==> src/rtl/imem_loader.sv <==
// Instruction-memory loader: takes a byte stream (word count, then big-endian words),
// writes each word into IMEM, and holds the CPU pipeline until the load finishes.
module imem_loader (
  input  logic        SYS_clk,
  input  logic        SYS_reset,
  input  logic        LD_start,
  input  logic [7:0]  LD_pc_val,
  input  logic [7:0]  LD_byte,
  input  logic        LD_valid,
  output logic        LD_ready,
  output logic        IMEM_wr_en,
  output logic [31:0] IMEM_wr_addr,
  output logic [31:0] IMEM_wr_data,
  output logic        LD_cpu_hold,
  output logic        LD_busy,
  output logic        LD_done,
  output logic [7:0]  LD_words_written
);

  typedef enum logic [2:0] {
    S_IDLE  = 3'd0,
    S_COUNT = 3'd1,
    S_DATA  = 3'd2,
    S_WRITE = 3'd3,
    S_DONE  = 3'd4
  } state_e;

  state_e      state_q, state_d;
  logic [7:0]  base_q, base_d;
  logic [7:0]  total_q, total_d;
  logic [7:0]  count_q, count_d;
  logic [1:0]  idx_q, idx_d;
  logic [23:0] word_q, word_d;
  logic [31:0] addr_q, addr_d;
  logic [31:0] data_q, data_d;
  logic        ready_q, wr_en_q, busy_q, done_q;

  // Next-state logic; the outgoing word and its address are latched on the last byte
  // so they are stable during WRITE and hold afterwards.
  always_comb begin
    state_d = state_q;
    base_d  = base_q;
    total_d = total_q;
    count_d = count_q;
    idx_d   = idx_q;
    word_d  = word_q;
    addr_d  = addr_q;
    data_d  = data_q;
    case (state_q)
      S_IDLE: begin
        if (LD_start) begin
          base_d  = LD_pc_val;
          count_d = 8'd0;
          idx_d   = 2'd0;
          state_d = S_COUNT;
        end else begin
          state_d = S_IDLE;
        end
      end
      S_COUNT: begin
        if (LD_valid) begin
          total_d = LD_byte;
          state_d = (LD_byte == 8'd0) ? S_DONE : S_DATA;
        end else begin
          state_d = S_COUNT;
        end
      end
      S_DATA: begin
        if (LD_valid) begin
          idx_d = idx_q + 2'd1;
          case (idx_q)
            2'd0: word_d[23:16] = LD_byte;
            2'd1: word_d[15:8]  = LD_byte;
            2'd2: word_d[7:0]   = LD_byte;
            2'd3: begin
              data_d  = {word_q, LD_byte};
              addr_d  = {22'd0, base_q, 2'b00} + {22'd0, count_q, 2'b00};
              state_d = S_WRITE;
            end
            default: state_d = S_IDLE;
          endcase
        end else begin
          state_d = S_DATA;
        end
      end
      S_WRITE: begin
        count_d = count_q + 8'd1;
        state_d = (count_d == total_q) ? S_DONE : S_DATA;
      end
      S_DONE:  state_d = S_IDLE;
      default: state_d = S_IDLE;
    endcase
  end

  // State and datapath registers; control outputs are registered from the next state.
  always_ff @(negedge SYS_clk or posedge SYS_reset) begin
    if (SYS_reset) begin
      state_q <= S_IDLE;
      base_q  <= 8'd0;
      total_q <= 8'd0;
      count_q <= 8'd0;
      idx_q   <= 2'd0;
      word_q  <= 24'd0;
      addr_q  <= 32'd0;
      data_q  <= 32'd0;
      ready_q <= 1'b0;
      wr_en_q <= 1'b0;
      busy_q  <= 1'b0;
      done_q  <= 1'b0;
    end else begin
      state_q <= state_d;
      base_q  <= base_d;
      total_q <= total_d;
      count_q <= count_d;
      idx_q   <= idx_d;
      word_q  <= word_d;
      addr_q  <= addr_d;
      data_q  <= data_d;
      ready_q <= (state_d == S_COUNT) || (state_d == S_DATA);
      wr_en_q <= (state_d == S_WRITE);
      busy_q  <= (state_d != S_IDLE);
      done_q  <= (state_d == S_DONE);
    end
  end

  assign LD_ready         = ready_q;
  assign IMEM_wr_en       = wr_en_q;
  assign IMEM_wr_addr     = addr_q;
  assign IMEM_wr_data     = data_q;
  assign LD_busy          = busy_q;
  assign LD_cpu_hold      = busy_q;
  assign LD_done          = done_q;
  assign LD_words_written = count_q;

endmodule

==> config.mk <==
export PLATFORM = sky130hd
export DESIGN_NAME = imem_loader
export DESIGN_NICKNAME = d
export VERILOG_FILES = /design/src/rtl/imem_loader.sv
export SDC_FILE = /design/constraint.sdc
export NUM_CORES = 1
export LEC_CHECK = 0
export CAP_MARGIN = 5
export CORE_MARGIN = 4
export CORE_UTILIZATION = 51
export DETAILED_ROUTE_END_ITERATION = 12
export PLACE_DENSITY = 0.86
export SETUP_SLACK_MARGIN = 0.15
export SLEW_MARGIN = 40
export SYNTH_ARGS = -nofsm -noshare
export SYNTH_HDL_FRONTEND = slang
export SYNTH_SLANG_ARGS = --single-unit
==> constraint.sdc <==
create_clock -name SYS_clk -period 4.35 [get_ports SYS_clk]
set_clock_uncertainty 0.2 [all_clocks]
set_input_delay 0.87 -clock SYS_clk [delete_from_list [all_inputs] [get_ports SYS_clk]]
set_output_delay 0.87 -clock SYS_clk [all_outputs]
set_load 0.01 [all_outputs]
# After elaboration in Yosys (flattened, before gate mapping)
# Index checks and enable logic that the tools add are counted.
# Widths: inputs -> output; s select.
[op_classes] add_sub_neg=3 n_eq_ne=13 muxes=12 reduce_logical=15
[op_table] cell="$pmux 8 s2" n=1
[op_table] cell="$mux 3" n=5
[op_table] cell="$reduce_and 3->1" n=5
[op_table] cell="$eq 3x2->1 const B" n=4
[op_table] cell="$pmux 3 s4" n=1
[op_table] cell="$add 10x10->11" n=1
[op_table] cell="$add 8x1->8 const B" n=1
[op_table] cell="$eq 8x8->1" n=1
[op_table] cell="$logic_not 8->1" n=1
[op_table] cell="$mux 8" n=1
[op_table] cell="$eq 3x1->1 const B" n=2
[op_table] cell="$reduce_and 2->1" n=3
[op_table] cell="$eq 2x2->1 const B" n=2
[op_table] cell="$mux 2" n=2
[op_table] cell="$ne 2x2->1 const B" n=2
[op_table] cell="$pmux 2 s2" n=1
[op_table] cell="$reduce_bool 2->1" n=2
[op_table] cell="$eq 3x3->1 const B" n=1
[op_table] cell="$logic_not 3->1" n=1
[op_table] cell="$reduce_bool 3->1" n=1
[op_table] cell="$add 2x1->2 const B" n=1
[op_table] cell="$eq 2x1->1 const B" n=1
[op_table] cell="$logic_not 2->1" n=1
[op_table] cell="$logic_or 1x1->1" n=1
[op_table] cell="$mux 1" n=1
[word_totals] ff_bits=121 elab_cells=57

# Longest topological paths before layout
# Gate-level depths: netlist of the first run.
[depth] depth_word=6 mapped_depth=9 mapped_depth_nobuf=9

==> results of run 1 <==
[stage by stage]
stage | hold WS [ns] | utilization
floorplan | 0.234 | -
global placement | 0.222 | 0.646
detailed placement | 0.242 | 0.646
CTS | 0.238 | 0.669
global route | 0.257 | 0.684
finish | 0.233 | 0.684
[kinds of logic (layout without fill, tap and decap cells)]
family,count (synthesis),after routing,share of synthesized area
adder cells (fa/ha/maj),14,14,0.0400
XOR/XNOR,15,15,0.0287
flip-flops,98,98,0.536
AO/OA/AOI/OAI,48,48,0.0692
other,1,23,0.000820
AND/OR/NAND/NOR,65,65,0.0785
buffers and inverters,44,164,0.0643
multiplexers,74,74,0.182
[layout make-up]
class	instances	area, um^2
Fill cell	605	2760
Sequential cell	98	2450
Multi-Input combinational cell	239	1990
Timing Repair Buffer	138	1150
Clock buffer	10	138
Tap cell	108	135
Clock inverter	6	55.1
Inverter	10	48.8
[flip-flops by register name, indices dropped and copies added, names as in the netlist]
signal	flops
IMEM_wr_addr	9
IMEM_wr_data	32
IMEM_wr_en	1
LD_busy	1
LD_done	1
LD_ready	1
LD_words_written	8
base_q	8
idx_q	2
state_q	3
total_q	8
word_q	24
[synthesized netlist by cell type (2+ instances only)]
cell / number
nor3_1: 4
o21ai_0: 20
buf_2: 4
nand3_1: 4
inv_1: 9
ha_1: 13
mux2_1: 7
nand2b_1: 4
buf_6: 2
buf_4: 26
a21o_1: 2
a21oi_1: 6
nand2_1: 22
mux2_2: 66
dfrtn_1: 98
a22o_1: 2
nor2_1: 15
xor2_1: 9
o21ai_1: 2
nand3b_1: 2
and4b_1: 2
or4_1: 2
xnor2_1: 6
o21bai_1: 2
o31ai_1: 2
a31oi_1: 3
[metal layers]
layer,track usage,part of all wire,vias up
met1,0.273,0.39,1621
li1,-,-,1490
met3,0.0555,0.069,24
met2,0.378,0.51,142
met4,0.0949,0.029,0
met5,0,0,-
[worst max-delay path, delay by kind of cell]
kind	cells	cell delay [ns]
buffers and inverters	2	0.14
and+or+nand+nor	4	0.90
AOI/OAI and AO/OA	1	0.16
[worst max path at each step]
stage                     startpoint                     endpoint  slack [ns]  cells past startpoint
after floorplan             LD_valid  IMEM_wr_addr[2]$_DFFE_NP0P_       -0.09                      7
after global placement    LD_byte[3]           LD_ready$_DFF_NP0_       -0.68                      7
after detailed placement  LD_byte[3]           LD_ready$_DFF_NP0_       -0.77                      7
after CTS                 LD_byte[3]           LD_ready$_DFF_NP0_        0.09                      7
after global routing      LD_byte[2]           LD_ready$_DFF_NP0_        0.06                      7
final                     LD_byte[2]           LD_ready$_DFF_NP0_        0.08                      7
[power groups by stage]
stage               Sequential [uW]  Combinational (uW)  Clock, uW
floorplan                      1680                1000          0
global placement               1630                1780          0
detailed placement             1650                1870          0
CTS                            1630                1850        593
global route                   1700                2110        637
finish                         1650                1940        585
[repair_timing]
item,4_1_cts,5_1_grt
pin swaps,9,5
setup endpoints to repair,149,45
resized for setup,266,17
cloned,3,0
buffers inserted,19,11
==> impl_metrics.tcl, run 1 <==
set metrics [dict create \
    outcome "complete, no violations" \
    pwr-share-seq 0.395 \
    cp_cell_sequence "buf_6, or4_4, nor2_4, inv_2, o22a_1, nor2_2, nor4_2" \
    dp_cells 560 \
    crit_path_max_incr_delay_ns 0.57 \
    syn-instance-count 359 \
    worstHoldStart "IMEM_wr_addr[3]$_DFFE_NP0P_" \
    hold_path_class "flip-flop to flip-flop" \
    ys_warn_count 0 \
    rrSetupSlack_ns 1.99 \
    fp.dieH_um 103 \
    cts_inserted_buffers 9 \
    final-setup-viol-count 0 \
    die_w_um 103 \
    async_flop_share 1.00 \
    antennaDiodeCount 0 \
    yosys_most_used_dff "dfrtn_1" \
    avgSynthCellArea_um2 12.7 \
    clock_path_buffers 2 \
    totalWireLength_um 11200 \
    first_pass_iters 4 \
    leakage_uw 0.00287 \
    clock-sinks 98 \
    antenna_found_initial 0 \
    cp.required_ns 2.16 \
    syn_area_um2 4570 \
    worst_setup_path_end_kind "flip-flop" \
    r2r.worst_path.cells 8 \
    synthTopCellsByArea "dfrtn_1 (54%), mux2_2 (16%), buf_4 (4.3%)" \
    track_usage 0.224 \
    cts_tree "yes" \
    grt_setup_unrepaired "true" \
    fin_nets 530 \
    place_ws_ns -0.773 \
    clockRootBuffer "clkbuf_8" \
    slew_violations 0 \
    final_common_cell "dfrtn_1" \
    p_int_uw 2670 \
    crit_path_top_delay_cell "or4_4" \
    power_switching_uw 1510 \
    fin_ws_ns 0.0829 \
    r2r-start "LD_words_written[1]$_DFFE_NP0P_" \
    hold_viol 0 \
    cap_violations 0 \
    worstReg2RegEnd "LD_ready$_DFF_NP0_" \
    dp_hpwl_um 7270 \
    port_buffers 73 \
    vias_per_cell 5.38 \
    vias 3277 \
    clk_latency_ns 0.35 \
    clkTransAtPathRegs_ns 0.07 \
    final_layout_size_suffix_gt1_frac 0.473 \
    placedInstanceArea_um2 5630 \
    grt_remaining_overflow 0 \
    grt_max_degree 67 \
    drc_errors 0 \
    critPathMaxFanout 2 \
    syn2layout_area_growth_pct 30.4 \
    grt_pass1_wl_um 17900 \
    start_util 0.524 \
    switching_share 0.361 \
    num_rows 34 \
    cts.htree.levels 3 \
    fin_area_um2 5960 \
    ys_seq_area_frac 0.536 \
    final_cell_mix "dfrtn_1 (98), mux2_2 (61), buf_2 (54)" \
    first_global_vias 3499 \
    dieArea_um2 10500 \
    power.density_nw_per_um2 701 \
    critPathLaunchType "primary input" \
    synth_top_cell_by_area "dfrtn_1" \
    place.gp.congestion 0.836 \
    holdPathStages 2 \
    core_um2 8720 \
    avgRoutedWirePerCell_um 18.3 \
    ant_nets 0 \
    worstPathArrival_ns 2.08 \
    power.total_uw 4180 \
    synth.distinct_cells 51 \
    instances_no_fill 609 \
    worst-setup-path-type "primary input to flip-flop" \
    synth-edff-count 0 \
    comb_power_share 0.465 \
    synth_top_cell_area_share 0.536 \
    synth-seq-cells 98 \
    ctsHoldBuffers 0 \
    holdPathEnd "IMEM_wr_addr[3]$_DFFE_NP0P_" \
    drt-initial-drc-count 155 \
    peakVddDrop_v 0.000454 \
    io_pins 97 \
    p_clk_frac 0.140 \
    setup_tns_ns 0 \
]
(Power assumes the default switching activity.)
==> run 2: changes to the inputs <==
Settings changed: CORE_UTILIZATION 51 to 40, DONT_BUFFER_PORTS from default to 1, PLACE_DENSITY 0.86 to 0.6.
==> run 2 against run 1 <==
Against the previous run: clock power rose by 39%; sequential cell count is the same; global-route usage shrank 7.1 points; largest cell class unchanged; highest routed layer unchanged.
==> impl_metrics.tcl, run 2 (synthesis results as in run 1) <==
set metrics [dict create \
    clockRootBuffer "clkbuf_16" \
    syn2layout_area_growth_pct 12.3 \
    worst-setup-path-type "flip-flop to primary output" \
    port_buffers 0 \
    totalWireLength_um 9460 \
    grt_setup_unrepaired "true" \
    cts.htree.levels 3 \
    antenna_found_initial 0 \
    grt_pass1_wl_um 15400 \
    fp.dieH_um 115 \
    cts_inserted_buffers 9 \
    cp.required_ns 3.28 \
    outcome "complete, no violations" \
    grt_max_degree 40 \
    vias_per_cell 5.15 \
    clkTransAtPathRegs_ns 0.05 \
    worst_setup_path_end_kind "primary output" \
    dp_cells 503 \
    hold_viol 0 \
    core_um2 11000 \
    cap_violations 0 \
    power.total_uw 3820 \
    final-setup-viol-count 0 \
    first_pass_iters 4 \
    first_global_vias 2861 \
    peakVddDrop_v 0.000367 \
    ant_nets 0 \
    whs_ns 0.252 \
    critPathLaunchType "flip-flop" \
    power.density_nw_per_um2 743 \
    clk_latency_ns 0.35 \
    instances_no_fill 522 \
    fin_nets 412 \
    num_rows 38 \
    cts_tree "yes" \
    clock_path_buffers 2 \
    largest_reg_flops 32 \
    slew_violations 0 \
    clock-sinks 98 \
    rrSetupSlack_ns 1.93 \
    drc_errors 0 \
    dp_hpwl_um 7000 \
    antennaDiodeCount 0 \
    grt_remaining_overflow 0 \
    track_usage 0.153 \
    place.gp.congestion 0.797 \
    hold_path_class "flip-flop to flip-flop" \
    final_layout_size_suffix_gt1_frac 0.312 \
    worstPathArrival_ns 3.15 \
    start_util 0.414 \
    final_cell_mix "dfrtn_1 (98), mux2_2 (66), conb_1 (23)" \
    leakage_uw 0.00230 \
    io_pins 97 \
    avgRoutedWirePerCell_um 18.1 \
    drt-initial-drc-count 107 \
    vias 2687 \
    dieArea_um2 13200 \
    critPathMaxFanout 8 \
    die_w_um 115 \
    final_common_cell "dfrtn_1" \
]
==> run 2: cell count changes in the layout (fill, tap and decap cells not counted), moves of 8 or more <==
cell,delta
clkbuf_16,+9
buf_2,-53
clkdlybuf4s50_1,-9
buf_6,-8
clkbuf_8,-9
buf_4,-40
==> run 2: path summary, 6_finish.rpt <==
check | startpoint | to | cells after the start
setup / recovery | LD_words_written[1]$_DFFE_NP0P_ | LD_words_written[1] | 0
hold / removal | word_q[8]$_DFFE_NP0P_ | word_q[8]$_DFFE_NP0P_ | 1
setup reg to reg | LD_words_written[1]$_DFFE_NP0P_ | LD_ready$_DFF_NP0_ | 7
hold reg to reg | word_q[8]$_DFFE_NP0P_ | word_q[8]$_DFFE_NP0P_ | 1
max in group asynchronous | SYS_reset | word_q[18]$_DFFE_NP0P_ | 2
min in group asynchronous | SYS_reset | IMEM_wr_addr[2]$_DFFE_NP0P_ | 1
==> run 2: power breakdown <==
group          internal (uW)  switching, uW  total (uW)  leakage (uW)
clock network            463            347         811      0.000147
logic                    670            523        1190      0.000952
registers               1370            444        1810       0.00120
total                   2500           1310        3820       0.00230
==> run 2: area by class of cell <==
class                   instances  area [um^2]
flip-flops and latches         98         2450
well taps                     140          175
clock inverters                 5         62.6
clock buffers                  10          239
fillers                      1006         5890
repair buffers                 20          224
inverters                      10         41.3
multi-input cells             239         1940
==> run 2: through the flow <==
stage	cell area, um^2	util	worst slack (ns)	TNS (ns)
after floorplan	4680	-	-0.0919	-0.858
after global placement	4810	0.436	-0.222	-3.76
after detailed placement	4810	0.436	-0.231	-4.02
after CTS	5130	0.465	0.121	0
after global routing	5140	0.466	0.0823	0
final	5140	0.466	0.128	0
==> run 2: per-layer routing <==
metal	track usage	vias up	part of all wire
met2	0.252	93	0.48
met5	0	-	0
met4	0.0509	0	0.013
met3	0.0705	11	0.098
li1	-	1247	-
met1	0.176	1336	0.41
==> run 2: repair_timing <==
action | in CTS | in global routing
buffers inserted | 4 | 0
endpoints found under the setup margin | 7 | 10
resized for setup | 1 | 1
pin swaps | 0 | 1
hold buffers | 0 | 0
